==> src/rtl/fetch_unit.sv <==
// fetch_unit: instruction fetch front end with a small registered instruction
// buffer and single-outstanding-request memory handshake.
// Build option: define FETCH_PREFETCH_EN for a 2-entry buffer (one instruction
// per cycle); otherwise the buffer holds a single entry.
module fetch_unit #(
  parameter logic [31:0] RESET_PC = 32'h0000_0000
) (
  input  logic        clk,
  input  logic        reset,
  output logic        imem_req,
  output logic [31:0] imem_addr,
  input  logic        imem_ready,
  input  logic [31:0] imem_rdata,
  output logic        instr_valid,
  output logic [31:0] instr,
  output logic [31:0] instr_pc8,
  input  logic        instr_ready,
  input  logic        redirect,
  input  logic [31:0] redirect_pc
);

`ifdef FETCH_PREFETCH_EN
  localparam logic [1:0] DEPTH = 2'd2;
`else
  localparam logic [1:0] DEPTH = 2'd1;
`endif

  typedef enum logic {
    RUN     = 1'b0,
    DISCARD = 1'b1
  } state_t;

  state_t      state, state_n;
  logic [31:0] fetch_pc, fetch_pc_n;
  logic [31:0] hold_addr, hold_addr_n;
  logic [1:0]  count, count_n, count_p;
  logic [31:0] redirect_tgt;
  logic        accept, push, pop;

  // Buffer slots hold the instruction and its address + 8, so the R15 read
  // value comes straight from a register and resets to zero.
  logic [31:0] h_instr, h_instr_n, h_pc8, h_pc8_n;
`ifdef FETCH_PREFETCH_EN
  logic [31:0] t_instr, t_instr_n, t_pc8, t_pc8_n;
`endif

  assign redirect_tgt = redirect_pc & 32'hFFFF_FFFC;

  // Memory-side and decode-side outputs; the request is killed as soon as reset asserts.
  always_comb begin
    imem_req    = reset & ((state == DISCARD) | (count < DEPTH));
    imem_addr   = (state == DISCARD) ? hold_addr : fetch_pc;
    instr_valid = (count != 2'd0);
    instr       = h_instr;
    instr_pc8   = h_pc8;
  end

  // Handshake qualifiers; a redirect cancels any push into the buffer.
  always_comb begin
    accept  = imem_req & imem_ready;
    pop     = instr_valid & instr_ready;
    push    = accept & (state == RUN) & ~redirect;
    count_p = count - {1'b0, pop};
  end

  // FSM next state, fetch PC, hold address and occupancy.
  always_comb begin
    state_n     = state;
    hold_addr_n = hold_addr;
    fetch_pc_n  = fetch_pc;
    count_n     = count_p + {1'b0, push};
    case (state)
      RUN: begin
        if (redirect && imem_req && !imem_ready) begin
          hold_addr_n = fetch_pc;
          state_n     = DISCARD;
        end
      end
      DISCARD: begin
        if (imem_ready) state_n = RUN;
      end
      default: state_n = RUN;
    endcase
    if (redirect) begin
      fetch_pc_n = redirect_tgt;
      count_n    = 2'd0;
    end else if (push) begin
      fetch_pc_n = fetch_pc + 32'd4;
    end
  end

  // Buffer slot updates: a pop shifts the tail to the head, a push fills the first free slot.
  always_comb begin
    h_instr_n = h_instr;
    h_pc8_n   = h_pc8;
`ifdef FETCH_PREFETCH_EN
    t_instr_n = t_instr;
    t_pc8_n   = t_pc8;
    if (pop) begin
      h_instr_n = t_instr;
      h_pc8_n   = t_pc8;
    end
    if (push) begin
      if (count_p == 2'd0) begin
        h_instr_n = imem_rdata;
        h_pc8_n   = fetch_pc + 32'd8;
      end else begin
        t_instr_n = imem_rdata;
        t_pc8_n   = fetch_pc + 32'd8;
      end
    end
`else
    if (push) begin
      h_instr_n = imem_rdata;
      h_pc8_n   = fetch_pc + 32'd8;
    end
`endif
  end

  // State registers with asynchronous active-low reset.
  always_ff @(posedge clk or negedge reset) begin
    if (!reset) begin
      state     <= RUN;
      fetch_pc  <= RESET_PC;
      hold_addr <= '0;
      count     <= '0;
      h_instr   <= '0;
      h_pc8     <= '0;
`ifdef FETCH_PREFETCH_EN
      t_instr   <= '0;
      t_pc8     <= '0;
`endif
    end else begin
      state     <= state_n;
      fetch_pc  <= fetch_pc_n;
      hold_addr <= hold_addr_n;
      count     <= count_n;
      h_instr   <= h_instr_n;
      h_pc8     <= h_pc8_n;
`ifdef FETCH_PREFETCH_EN
      t_instr   <= t_instr_n;
      t_pc8     <= t_pc8_n;
`endif
    end
  end

endmodule

==> config.mk <==
export PLATFORM = sky130hd
export DESIGN_NAME = fetch_unit
export DESIGN_NICKNAME = d
export VERILOG_FILES = /design/src/rtl/fetch_unit.sv
export SDC_FILE = /design/constraint.sdc
export NUM_CORES = 1
export LEC_CHECK = 0
export CAP_MARGIN = 10
export CORE_MARGIN = 3
export CORE_UTILIZATION = 39
export CTS_BUF_LIST = sky130_fd_sc_hd__clkbuf_8
export CTS_CLUSTER_DIAMETER = 120
export DETAILED_ROUTE_END_ITERATION = 8
export DONT_BUFFER_PORTS = 1
export PLACE_DENSITY = 0.59
export SYNTH_ARGS = -nofsm -noshare
export SYNTH_HDL_FRONTEND = slang
export SYNTH_SLANG_ARGS = --single-unit
==> constraint.sdc <==
create_clock -name clk -period 5.4 [get_ports clk]
set_clock_uncertainty 0.2 [all_clocks]
set_input_delay 0.54 -clock clk [delete_from_list [all_inputs] [get_ports clk]]
set_output_delay 0.54 -clock clk [all_outputs]
set_load 0.05 [all_outputs]
==> results by group, run 1 <==
Floorplanning
  • Die area: 17560 um2
  • Die Y: between 100 and 150 um
  • Die width: 132.5 um
  • Placement Rows: between 40 and 50
  • Core area: ~15000 um2
  • Ports: 167
  • Initial Util: 0.4047

Timing
  • Fmax: ~350 MHz
  • Post-route setup TNS: 0 ns
  • Slew Viols, Final: 0
  • Hold Vio Cnt, Final: 0
  • Relative slew slack: 0.2531
  • Setup slack after layout: ~2.6 ns
  • WHS: roughly 0.03 ns
  • Final Setup Violations: 0
  • RSZ-0062 raised after global routing: false
  • Worst slew pin tran: 1.117 ns
  • Post-route minimum period: 2.837 ns
  • Crit share post-route: 0.5254

Hold path
  • Hold-critical path depth: 2
  • Worst hold start: redirect_pc[3]
  • Hold Crit Class: input pin to register

Worst setup path
  • CP startpoint: state
  • Crit path cell chain: buf_4 -> nor4b_4 -> nand3b_1 -> buf_4 -> mux2_2
  • WP depth: 5
  • CP Launch Type: register
  • Max stage delay on crit path: 0.60 ns
  • Critical R2R Launch: state
  • CP arrival: roughly 3.0 ns
  • Crit path max fanout: 34
  • Endpoint class of the critical path: register
  • Slowest-stage cell, CP: nand3b_1
  • Worst Path Buf+Inv: 2
  • WP data required: around 5.5 ns
  • Top cell by count, worst path: buf_4
  • Worst R2R Path Depth: 5
  • Crit path max-delay family: simple AND/OR/NAND/NOR gates
  • CP Class: register to register
  • Reg2reg setup slack: ~2.6 ns

Placed design
  • Placer Congestion: between 0.7 and 0.8
  • Setup slack after placement: roughly 2.5 ns
  • I/O Buffers: 0
  • Dpl cells: approximately 740
  • Detailed placer's ending HPWL: approximately 10000 um

Finish
  • Count of filler cells inserted in the layout: 1497
  • Layout cells sized above 1: 0.2392
  • Area growth, synth to finish: 9.499%
  • Count of non-filler cells in the finished layout: approximately 800
  • NumNets Final: 637
  • Most frequent cells in the layout: 125 x dfrtp_1, 92 x mux2_2, 78 x nand2_1, 54 x o21ai_0, 28 x xor2_1
  • Most common cell after layout, fill and taps aside: dfrtp_1
  • Antenna cells: 0

Drt
  • Drt first-iter violations: roughly 170
  • Drt drc: 0
  • Avg Vias per Cell: roughly 5.2
  • Final ANT Viol Nets: 0
  • Final WL: approximately 15000 um
  • Wire per inst: roughly 20 um
  • Via count: around 4100
  • Iteration count of the initial detailed-routing pass: 4

Logic synthesis
  • Synth Instances: 578
  • Mapped Area: around 6200 um2
  • Ys async rst share: 1.000
  • Yosys warnings: 0
  • Seq cells post-synth: between 100 and 150
  • Syn avg cell area: 10.80 um2
  • Distinct cells, synth: 43
  • Sequential area share after synthesis: 0.5010
  • Number of synthesized flops with an enable pin: 0
  • Main synth FF type: dfrtp_1

Power and ir drop
  • Worst vdd rail ir drop: approximately 0.21 mV
  • Leak: 2.801 nW
  • PD cells: just under 600 nW/um2

GRT
  • Initial antenna violation count: 0
  • Largest net degree at the start of global routing: approximately 130
  • Vias in the first global route: 4227
  • GRT overflow: 0
  • First-pass GRT wire length: ~24000 um
  • GRT Total Usage: 0.1781

Flow run
  • Max cap viols: 0

Clock tree
  • Root Driver: clkbuf_8
  • Clock transition at the registers of the reported paths: approximately 0.07 ns
  • Maximum clock insertion buffer count: 2
  • Clock tree sinks: 125
  • H-tree levels: 4
  • CTS tree: yes
  • TritonCTS buffer count: 17
  • Clk Latency, worst-skew pair: between 0.4 and 0.5 ns

Run status
  • Status: complete, no violations
## metal layers
| metal | vias up | wire length [um] | global-route usage |
|---|---|---|---|
| met1 | 2051 | 7061 | 0.2387 |
| met2 | 113 | 7404 | 0.2828 |
| li1 | 1947 | - | - |
| met3 | 14 | 820 | 0.05437 |
| met4 | 0 | 184 | 0.04619 |
| met5 | - | 0 | 0 |
## cells by family (layout without fill, tap and decap cells)
kind of cell             after synthesis  after routing  share of synthesized area
AO/OA/AOI/OAI                         64             64                    0.05351
XOR/XNOR                              55             55                    0.07716
adder cells (fa/ha/maj)                4              4                   0.008016
buffers and inverters                 57             53                    0.04289
flip-flops                           125            125                     0.5010
multiplexers                          93             93                     0.1675
other                                  1              4                  0.0006006
AND/OR/NAND/NOR                      179            179                     0.1493
## cells in the mapped netlist (all sizes together), types with 2 or more instances
master / number / area share
nand2: 78 / 0.047
ha: 4 / 0.0080
or3: 2 / 0.0020
inv: 4 / 0.0024
nor2b: 2 / 0.0020
buf: 25 / 0.024
xor2: 28 / 0.039
xnor2: 27 / 0.038
nor2: 21 / 0.013
nor4b: 2 / 0.0062
nor4: 5 / 0.0084
and3: 6 / 0.0060
and2: 6 / 0.0060
nand4: 16 / 0.018
nand3: 25 / 0.022
nor3: 9 / 0.0088
o21ai: 58 / 0.046
mux2: 92 / 0.17
and4: 3 / 0.0042
dfrtp: 125 / 0.50
clkbuf: 28 / 0.017
## final timing paths
| kind | endpoint |
|---|---|
| worst max-delay path | hold_addr[14] |
| worst min-delay path | fetch_pc[3] |
| worst max register to register | hold_addr[14] |
| worst min register to register | hold_addr[28] |
| max in group asynchronous | instr_pc8[27] |
| min in group asynchronous | instr[12] |
## report_power, final
part / switching, mW / leakage, nW / total (mW) / internal (mW)
clock network: 0.368 / 0.194 / 0.781 / 0.413
registers: 1.11 / 1.53 / 2.41 / 1.29
logic: 0.483 / 1.07 / 0.823 / 0.340
## sequential cells by signal, indices dropped and copies added (netlist names)
name and flops:
instr 32, state 1, instr_pc8 30, hold_addr 30, fetch_pc 30, count 2
## through the flow
| step | power, mW | instance area [um2] | utilization |
|---|---|---|---|
| 3_5_place_dp | 3.236 | 6301 | 0.4084 |
| 5_1_grt | 4.200 | 6837 | 0.4431 |
| 3_3_place_gp | 3.190 | 6301 | 0.4084 |
| 6_report | 4.010 | 6837 | 0.4431 |
| 4_1_cts | 4.053 | 6837 | 0.4431 |
| 2_1_floorplan | 3.059 | 6255 | - |
## timing repair
item | CTS | global route
hold buffers | 14 | 0
resized for setup | 0 | 0
buffers inserted | 0 | 0
hold endpoints to repair | 153 | 0
## layout make-up
cell class / count / area [um2] / area share
timing repair buffer: 17 / 180.2 / 0.02635
clock inverter: 14 / 130.1 / 0.01903
sequential: 125 / 3128 / 0.4575
clock buffer: 18 / 247.7 / 0.03624
tap: 211 / 264.0 / 0.03862
multi-input combinational: 399 / 2872 / 0.4200
inverter: 4 / 15.01 / 0.002196
Note: power is estimated with default switching activity, not from simulation.
==> run 2, diff against run 1 <==
==> constraint.sdc (replaced) <==
create_clock -name clk -period 2.75 [get_ports clk]
set_clock_uncertainty 0.2 [all_clocks]
set_input_delay 0.275 -clock clk [delete_from_list [all_inputs] [get_ports clk]]
set_output_delay 0.275 -clock clk [all_outputs]
set_load 0.05 [all_outputs]
==> run 2 against run 1 <==
Net effect:
- the run now ends with hold timing left
- sequential share of layout area decreased by 4.1 points
- clock-buffer cell count did not move
- critical path type unchanged
- critical path depth rose by 3
- wire length increased by 1.1%
- final area is 9.8% higher
- via count up 6.2%
==> results by group, run 2 (synthesized netlist as in run 1, its figures left out) <==
Timing
  • Worst slew pin tran: 0.5543 ns (-0.5624 ns)
  • WHS: -0.6778 ns (-0.7087 ns)
  • Post-route minimum period: 2.565 ns (-0.2720 ns)
  • Setup slack after layout: 0.1848 ns (-2.378 ns)
  • Crit share post-route: 0.9328 (+0.4074)
  • Final Setup Violations: 0 (unchanged)
  • Hold Vio Cnt, Final: 125 (+125)
  • Fmax: 389.8 MHz (+11%)
  • Relative slew slack: 0.6277 (+0.3746)
  • Slew Viols, Final: 0 (unchanged)
  • RSZ-0062 raised after global routing: false
  • Post-route setup TNS: 0 ns (unchanged)

Flow run
  • Max cap viols: 0 (unchanged)

Worst setup path
  • WP data required: 2.88 ns (-2.64 ns)
  • Top cell by count, worst path: ha_1
  • CP Launch Type: register
  • Max stage delay on crit path: 0.56 ns (-0.04 ns)
  • Crit path max fanout: 8 (-76%)
  • Worst Path Buf+Inv: 3 (+1)
  • Slowest-stage cell, CP: dlygate4sd3_1
  • FF-to-FF End: count[0]
  • CP Class: register to register
  • Worst R2R Path Depth: 8 (+3)
  • CP arrival: 2.69 ns (-0.27 ns)
  • Reg2reg setup slack: 0.18 ns (-2.38 ns)
  • Crit path max-delay family: buffers and inverters
  • Endpoint class of the critical path: register
  • Crit path cell chain: nor4b_4 -> buf_6 -> nand3_4 -> ha_1 -> inv_1 -> ha_1 -> nor2b_1 -> dlygate4sd3_1
  • CP startpoint: count[0]
  • Critical R2R Launch: count[0]

Drt
  • Avg Vias per Cell: 5.140 (-1.8%)
  • Via count: 4379 (+6.2%)
  • Final ANT Viol Nets: 0 (unchanged)
  • Final WL: 15640 um (+1.1%)
  • Iteration count of the initial detailed-routing pass: 4 (unchanged)
  • Drt first-iter violations: 208 (+21%)
  • Drt drc: 0 (unchanged)
  • Wire per inst: 18.35 um (-6.5%)

GRT
  • Largest net degree at the start of global routing: 128 (+1.6%)
  • GRT Total Usage: 0.1854 (+0.007374)
  • Initial antenna violation count: 0 (unchanged)
  • Vias in the first global route: 4611 (+9.1%)
  • First-pass GRT wire length: 25580 um (+4.4%)
  • GRT overflow: 0 (unchanged)

Clock tree
  • Clk Latency, worst-skew pair: 0.45 ns (about the same)
  • H-tree levels: 4 (unchanged)
  • Maximum clock insertion buffer count: 2 (unchanged)
  • CTS tree: yes
  • Clock transition at the registers of the reported paths: 0.08 ns (about the same)
  • Root Driver: clkbuf_8
  • Hold-fix buffers, CTS: 67 (+53)
  • Clock tree sinks: 125 (unchanged)
  • TritonCTS buffer count: 17 (unchanged)

Power and ir drop
  • Total power: 8.187 mW (+100%)
  • PD cells: 1090 nW/um2 (+86%)
  • Leak: 3.094 nW (+10%)
  • Worst vdd rail ir drop: 0.4081 mV (+91%)

Floorplanning
  • Initial Util: 0.4047 (unchanged)
  • Placement Rows: 45 (unchanged)
  • Die area: 17560 um2 (unchanged)
  • Die Y: 132.5 um (unchanged)
  • Die width: 132.5 um (unchanged)
  • Core area: 15430 um2 (unchanged)
  • Ports: 167 (unchanged)

Placed design
  • Placer Congestion: 0.8070 (+1.4%)
  • I/O Buffers: 0 (unchanged)
  • Detailed placer's ending HPWL: 10750 um (+2.9%)
  • Setup slack after placement: 0.4513 ns (-2.038 ns)

Finish
  • Post-layout util: 0.4868 (+0.04363)
  • Max reg flops: 32 (unchanged)
  • NumNets Final: 701 (+10%)
  • Antenna cells: 0 (unchanged)
  • Most frequent cells in the layout: 125 x dfrtp_1, 92 x mux2_2, 78 x nand2_1, 66 x dlygate4sd3_1, 54 x o21ai_0
  • Most common cell after layout, fill and taps aside: dfrtp_1
  • Area growth, synth to finish: 20.28%
  • Count of filler cells inserted in the layout: 1426 (-4.7%)
  • Layout cells sized above 1: 0.2356 (-0.003599)

Run status
  • Status: finished with violations
  • Failing checks: hold timing

Hold path
  • Hold Crit Class: input pin to asynchronous set/reset pin
run 2: cell count changes in the layout (fill, tap and decap cells not counted), sizes merged:
cell / before / now
buf: 4 / 15
bufinv: 2 / 4
clkinv: 5 / 4
dlygate4sd3: 13 / 66
inv: 7 / 6
run 2: area by class of cell:
type | count | area [um2] | area share
well taps | 211 | 264.0 | 0.03515
clock buffers | 18 | 247.7 | 0.03299
repair buffers | 81 | 789.5 | 0.1051
multi-input cells | 399 | 2872 | 0.3824
flip-flops and latches | 125 | 3128 | 0.4165
inverters | 4 | 15.01 | 0.001999
clock inverters | 14 | 193.9 | 0.02582
run 2: routing by layer:
layer	vias to the layer above	track usage	share of wire
met3	20	0.05665	0.064
met2	127	0.2981	0.48
met4	0	0.06640	0.018
met1	2153	0.2376	0.44
met5	-	0	0
li1	2079	-	-
run 2: stage by stage:
step           cell area [um2]  std cells
6_report                  7510        852
3_5_place_dp              6369        751
3_3_place_gp              6369        751
2_1_floorplan             6255        581
4_1_cts                   7491        850
5_1_grt                   7510        852
run 2: where the power goes:
part | switching (mW) | internal [mW] | total, mW
combinational | 0.944 | 0.748 | 1.69
sequential | 2.20 | 2.54 | 4.73
clock | 0.750 | 1.01 | 1.76
total | 3.89 | 4.29 | 8.19
run 2: how the worst max path moves through the flow:
stage	cells past startpoint	endpoint	slack, ns
global route	8	count[0]	0.05
detailed placement	9	count[1]	0.45
global placement	6	fetch_pc[31]	0.48
finish	8	count[0]	0.18
floorplan	11	count[1]	0.22
CTS	8	count[0]	0.05
run 2: repair_timing:
action,CTS,global route
hold endpoints to repair,194,125
setup buffers,0,2
endpoints found under the setup margin,0,1
gates resized for setup,0,1
